[src/rtl/my_scan_ctrl.sv]
// rtl/my_scan_ctrl.sv - scan chain shift/capture sequencer
//
// Loads a stimulus pattern and shifts it LSB first into an external scan
// chain. At the same time it unloads the chain's previous contents into
// response_out. An optional single capture cycle can follow the shift.
//
// Ports:
//   clk          rising-edge system clock
//   reset        asynchronous active-low reset
//   start        request one sequence (honoured in IDLE only)
//   abort        return to IDLE on the next edge, from any state
//   capture_en   add a capture cycle after the shift (sampled with start)
//   pattern_in   stimulus pattern (sampled with start)
//   chain_so     serial data returning from the chain
//   chain_si     serial data into the chain
//   chain_se     chain scan enable
//   chain_tm     chain test mode select
//   busy         sequence in progress
//   done         one-cycle completion pulse
//   response_out bits unloaded from the chain; bit k is the k-th sample
module my_scan_ctrl #(
    parameter int LEN = 16
) (
    input  logic           clk,
    input  logic           reset,
    input  logic           start,
    input  logic           abort,
    input  logic           capture_en,
    input  logic [LEN-1:0] pattern_in,
    input  logic           chain_so,
    output logic           chain_si,
    output logic           chain_se,
    output logic           chain_tm,
    output logic           busy,
    output logic           done,
    output logic [LEN-1:0] response_out
);

    localparam int CW = $clog2(LEN);
    localparam logic [CW-1:0] CNT_LAST = CW'(LEN - 1);

    typedef enum logic [1:0] {
        IDLE,
        SHIFT,
        CAPTURE,
        DONE
    } state_t;

    state_t         state_q;
    logic [LEN-1:0] sreg_q;
    logic [LEN-1:0] sreg_d;
    logic [CW-1:0]  cnt_q;
    logic           cap_q;
    logic [LEN-1:0] resp_q;
    logic           se_q;
    logic           tm_q;
    logic           busy_q;
    logic           done_q;

    // The returning bit enters at the top. After LEN shifts the first sample
    // has reached bit 0.
    assign sreg_d = {chain_so, sreg_q[LEN-1:1]};

    always_ff @(posedge clk or negedge reset) begin
        if (!reset) begin
            state_q <= IDLE;
            sreg_q  <= '0;
            cnt_q   <= '0;
            cap_q   <= 1'b0;
            resp_q  <= '0;
            se_q    <= 1'b0;
            tm_q    <= 1'b0;
            busy_q  <= 1'b0;
            done_q  <= 1'b0;
        end else begin
            done_q <= 1'b0;
            if (abort) begin
                // Abort wins over everything, including a start in IDLE.
                state_q <= IDLE;
                se_q    <= 1'b0;
                tm_q    <= 1'b0;
                busy_q  <= 1'b0;
            end else begin
                case (state_q)
                    IDLE: begin
                        if (start) begin
                            sreg_q  <= pattern_in;
                            cap_q   <= capture_en;
                            cnt_q   <= '0;
                            state_q <= SHIFT;
                            se_q    <= 1'b1;
                            tm_q    <= 1'b1;
                            busy_q  <= 1'b1;
                        end
                    end
                    SHIFT: begin
                        sreg_q <= sreg_d;
                        if (cnt_q == CNT_LAST) begin
                            // Return to zero rather than wrap, so cnt stays
                            // within 0..LEN-1 for any LEN.
                            cnt_q <= '0;
                            se_q  <= 1'b0;
                            if (cap_q) begin
                                state_q <= CAPTURE;
                            end else begin
                                state_q <= DONE;
                                done_q  <= 1'b1;
                                resp_q  <= sreg_d;
                            end
                        end else begin
                            cnt_q <= cnt_q + 1'b1;
                        end
                    end
                    CAPTURE: begin
                        state_q <= DONE;
                        done_q  <= 1'b1;
                        resp_q  <= sreg_q;
                    end
                    DONE: begin
                        state_q <= IDLE;
                        tm_q    <= 1'b0;
                        busy_q  <= 1'b0;
                    end
                    default: begin
                        state_q <= IDLE;
                        se_q    <= 1'b0;
                        tm_q    <= 1'b0;
                        busy_q  <= 1'b0;
                    end
                endcase
            end
        end
    end

    // se_q is high only in SHIFT, so chain_si comes from registers alone.
    assign chain_si     = se_q & sreg_q[0];
    assign chain_se     = se_q;
    assign chain_tm     = tm_q;
    assign busy         = busy_q;
    assign done         = done_q;
    assign response_out = resp_q;

endmodule

[config.mk]
export PLATFORM = sky130hd
export DESIGN_NAME = my_scan_ctrl
export DESIGN_NICKNAME = d
export VERILOG_FILES = /design/src/rtl/my_scan_ctrl.sv
export SDC_FILE = /design/constraint.sdc
export NUM_CORES = 1
export LEC_CHECK = 0
export ABC_AREA = 1
export CELL_PAD_IN_SITES_DETAIL_PLACEMENT = 1
export CELL_PAD_IN_SITES_GLOBAL_PLACEMENT = 2
export CORE_MARGIN = 10
export CORE_UTILIZATION = 31
export DETAILED_ROUTE_END_ITERATION = 16
export PLACE_DENSITY = 0.82
export REMOVE_ABC_BUFFERS = 1
export SLEW_MARGIN = 20
export SYNTH_ARGS = -nofsm -noshare
export SYNTH_HDL_FRONTEND = slang
export SYNTH_SLANG_ARGS = --single-unit
[constraint.sdc]
create_clock -name clk -period 1.9 [get_ports clk]
set_input_delay 0.285 -clock clk [delete_from_list [all_inputs] [get_ports clk]]
set_output_delay 0.285 -clock clk [all_outputs]
set_load 0.005 [all_outputs]
* Word level (Yosys, flattened, before mapping)
Index checks and enable logic that the tools add are counted.
Word-level totals: register bits 42, bits of input ports 22, output and inout bits 21, word-level logic and storage cells 54
Cells by class: $add $sub $neg 1, equal/unequal tests 9, muxes and demuxes 23, bitwise gates (word level) 2, reductions and logical operators 11
Operator list (number):
- $pmux W16 S2 | 2
- $mux W16 | 3
- $reduce_and A3 Y1 | 3
- $mux W1 | 8
- $mux W4 | 2
- $pmux W2 S4 | 1
- $pmux W4 S2 | 1
- $mux W2 | 3
- $ne A2 B2 Y1 const B | 3
- $ne A3 B3 Y1 const B | 2
- $pmux W1 S2 | 3
- $reduce_bool A3 Y1 | 2
- $add A4 B1 Y4 const B | 1
- $eq A2 B2 Y1 const B | 2
- $eq A4 B4 Y1 const B | 1
- $reduce_and A2 Y1 | 2
- $reduce_and A4 Y1 | 1
- $reduce_bool A2 Y1 | 2
- $eq A2 B1 Y1 const B | 1
- $logic_not A2 Y1 | 1
- $and A1 B1 Y1 | 1
- $not A1 Y1 | 1

* Logic depth before layout (Yosys ltp)
depth in word-level cells 4, mapped depth 11, depth with buffers taken out 10

* Least setup slack after synthesis
Ideal clock, no wire load.
kind flip-flop to flip-flop, from reg state_q[1], to reg resp_q[6] (netlist: response_out[6]), library setup time 0.123 ns, data arrival time 1.304 ns, data required time 1.777 ns, slack 0.473 ns, stages on the path, launching flop included 11, path buffers 2, period minus slack after synthesis 1.427 ns, cell sequence dfrtp_1 > inv_1 > ha_1 > buf_6 > inv_6 > nand2_2 > nand2_2 > nand3_4 > buf_6 > nand2_1 > o21ai_2
Between the ends: cells in the longest elaborated chain, start to end 3, elaborated cells between the ends (all ways) 7, classes of those cells eq/ne: 4; mux: 1; reduce/logical: 2
Ends and longest elaborated chain:
- start, declared | RTL line 49 | state_t state_q;
- start signal, assigned | RTL line 66 | state_q <= IDLE;
- start signal, assigned | RTL line 79 | state_q <= IDLE;
- start signal, assigned | RTL line 90 | state_q <= SHIFT;
- $eq A2 B1 Y1 / $eq A2 B2 Y1 (equally long branches) | RTL line 84 | case (state_q)
- $ne A2 B2 Y1 (no source line) / $reduce_bool A2 Y1 (equally long branches)
- $reduce_and A4 Y1 (no source line)
- end signal, assigned | RTL line 108 | resp_q <= sreg_d;
- end signal, assigned | RTL line 117 | resp_q <= sreg_q;
- end, declared | RTL line 54 | logic [LEN-1:0] resp_q;
Several ways; a longest one is shown, not always the timed one. A chain may end at the register's enable or synchronous reset.

* Final worst setup path
from reg state_q[0], to reg sreg_q[12]
Between the ends: cells in the longest elaborated chain, start to end 3, elaborated cells between the ends (all ways) 6, classes of those cells eq/ne: 2; mux: 1; reduce/logical: 3
Ends and longest elaborated chain:
- $eq A2 B1 Y1 / $logic_not A2 Y1 (equally long branches) | RTL line 84
- $reduce_bool A2 Y1 (no source line) / $ne A2 B2 Y1 (equally long branches)
- $reduce_and A3 Y1 (no source line)
- end signal, assigned | RTL line 87 | sreg_q <= pattern_in;
- end signal, assigned | RTL line 97 | sreg_q <= sreg_d;
- end, declared | RTL line 50 | logic [LEN-1:0] sreg_q;
Several ways; a longest one is shown, not always the timed one.

==> summary.md <==
| Metric | Value |
|---|---|
| Status | completed |
| Cells taking the most area after synthesis | dfrtp_1 (45%), nand2_1 (14%), o21ai_2 (12%), o21ai_0 (6.7%), inv_1 (4.1%) |
| Final setup viols | 0 |
| Worst skew pair latency | 0.30 ns |
| Met2 Use GR | 15.72% |
| Via count | 1859 |
| GR Overflow Total | 0 |
| Fin nets | 343 |
| Post-synth cell types | 23 |
| Gate Count Post-Synth | 274 |
| Final slew viol count | 0 |
| Max Cap Viol | 0 |
| ANT nets after route | 0 |
| Setup slack, reg-to-reg | 0.27 ns |
| All-layer global routing usage | 10.11% |
| Reg-to-Reg Start | state_q[0] |
| VDD IR max | 596.0 uV |
| RePlAce Congestion | 0.7314 |
| Worst slew pin tran | 0.4634 ns |
| Post-synthesis xor/xnor area fraction | 0.7580% |
| Die height | 106.3 um |
| Longest Clk Path Bufs | 2 |
| Relative slew slack | 69.11% |
| Post-placement cell count | 406 |
| Met1 usage | 13.10% |
| Number of diodes | 0 |
| Placed instance area | 0.002813 sq mm |
| PortBufs | 42 |
| Ports | 43 |
| Post-Syn Area | 0.002311 sq mm |
| Sink Count | 42 |
| Leak | 0.001318 uW |
| Worst r2r dst | sreg_q[12] |
| FF-to-FF path depth | 8 |
| Non-filler instance count after layout | 415 |
| Vias in the first global route | 2001 |
| Register area share after synthesis | 45.48% |
| Pre-Repair DR Iteration Count | 5 |
| Fmax achieved | 0.6121 GHz |
| Routed Wire Length | 5491 um |
| #FFs+latches synth | 42 |
| Layout cell share with drive strength beyond 1 | 17.72% |
| Die W | 106.3 um |
| Post-Synth Adder-Cell Area | 3.249% |
| HPWL Detailed | 4071 um |
| P per Cell Area | 1521 mW/mm^2 |
| Final period util | 85.99% |
| CTS Buf Count | 5 |
| Design area | 0.002912 sq mm |
| Htree depth | 2 |
| Iter 0 DRT Violations | 58 |
| Met3 Use GR | 3.261% |
| Core area | 0.007253 sq mm |
| Critical Path Sink Type | flop |
| Full die area | 0.01131 sq mm |
| Final worst slack | 0.2662 ns |
| Clk_skew | 0.01333 ns |
| Global-route wire length before repair | 9549 um |
| Worst-path clk slew | 0.09 ns |
| Commonest non-fill, non-tap cell in the layout | nand2_1 |
| CP max FO | 33 |
| Tmin final | 1.634 ns |
| P&R area growth vs syn | 25.99% |
| Post-Synth Simple-Gate Area | 19.87% |
| Kind of critical path | flop to flop |
| Worst Setup Start Kind | flop |
| Main combinational cell family by area after synthesis | compound AO/OA/AOI/OAI gates |
| Fin. Hold Viols | 0 |
| Initial antenna violation count | 0 |
| FP Rows | 31 |
| Wire per inst | 13.23 um |
| WP data required | 2.13 ns |
| Most frequent cells in the layout | nand2_1 (89), dfrtp_1 (42), clkdlybuf4s50_1 (41) |
| Pin count of the biggest net entering global routing | 34 |
| Mean area per synthesized cell | 8.434 sq um |
| Avg Vias per Cell | 4.480 |
| Worst hold path class | primary input to async pin |
| Arrival time worst endpoint | 1.86 ns |
| TritonCTS clock tree | yes |
| Mux contribution to synthesized area | 0% |
| Post-CTS setup buffers | 0 |
| Initial cell density of the core | 31.86% |
| Synth Warn # | 0 |
| DRC Markers | 0 |
| Yosys top cell by area | dfrtp_1 |
| Setup WS pre-CTS | 0.1591 ns |
| Compound-gate portion of the synthesized area | 20.84% |
| RSZ-0062 raised after global routing | false |
| Peak-usage layer in the global routing report | met2 |
| Post-synth top area share | 45.48% |
| Clock Tree Root | clkbuf_8 |
## report_power, final
part	switching, uW	internal [uW]	leakage (uW)
combinational	1350	1020	0.000738
clock	320	260	0.0000452
sequential	214	1270	0.000536
## cells in the mapped netlist, drive strengths merged
library cell	instances
nand2	94
o21ai	66
dfrtp	42
inv	27
buf	14
nor2	9
nand3	7
ha	6
a21oi	4
xnor2	2
clkbuf	1
o211ai	1
o21a	1
## worst max path at each step
stage                          start         endpoint
after floorplan           state_q[0]  response_out[0]
after CTS                 state_q[1]       state_q[0]
after global placement    state_q[1]       state_q[0]
after global routing      state_q[1]       state_q[0]
final                     state_q[0]       sreg_q[12]
after detailed placement  state_q[1]       state_q[0]
## per-stage QoR
stage	TNS (ns)	hold WS [ns]	util (%)	total power, uW
6_report	0	0.4685	40.14	4427
5_1_grt	0	0.4907	40.14	4896
4_1_cts	0	0.4797	40.11	4523
3_5_place_dp	0	0.2653	38.78	3919
3_3_place_gp	0	0.2628	38.78	3850
2_1_floorplan	-1.167	-0.01059	-	2984
## metal layers
layer	wire length, um	up-vias
met5	0	-
met1	2660	860
li1	-	952
met3	300	7
met2	2455	40
met4	74	0
## sequential cells by signal, indices dropped and copies added, names as in the netlist
register,count
response_out,16
sreg_q,16
cnt_q,4
state_q,2
busy,1
cap_q,1
chain_se,1
done,1
## area by class of cell
| class | instances | area [sq um] |
|---|---|---|
| clock buffers | 6 | 72.57 |
| clock inverters | 2 | 13.76 |
| fillers | 884 | 4342 |
| inverters | 27 | 106.4 |
| multi-input cells | 190 | 1036 |
| flip-flops and latches | 42 | 1051 |
| well taps | 99 | 123.9 |
| repair buffers | 49 | 508.0 |
## cells by family (layout without fill, tap and decap cells)
| group | Yosys count | in the layout |
|---|---|---|
| AND/OR/NAND/NOR | 110 | 110 |
| AO/OA/AOI/OAI | 72 | 72 |
| flip-flops | 42 | 42 |
| buffers and inverters | 42 | 84 |
| adder cells (fa/ha/maj) | 6 | 6 |
| XOR/XNOR | 2 | 2 |
## worst max-delay path, cell delays in order, from the launching register on
cell and delay (ns):
dfrtp_1 0.44, inv_1 0.12, ha_1 0.30, nand2_2 0.13
o21ai_2 0.08, nor2_4 0.11, buf_12 0.22, nand2_1 0.09
o21ai_2 0.06
## what timing repair did
action                     4_1_cts  5_1_grt
setup endpoints to repair        0        9
hold buffers                     1        0
hold endpoints to repair        17        0
resized for setup                0        1
No activity file was read; power rests on OpenSTA's default activity.
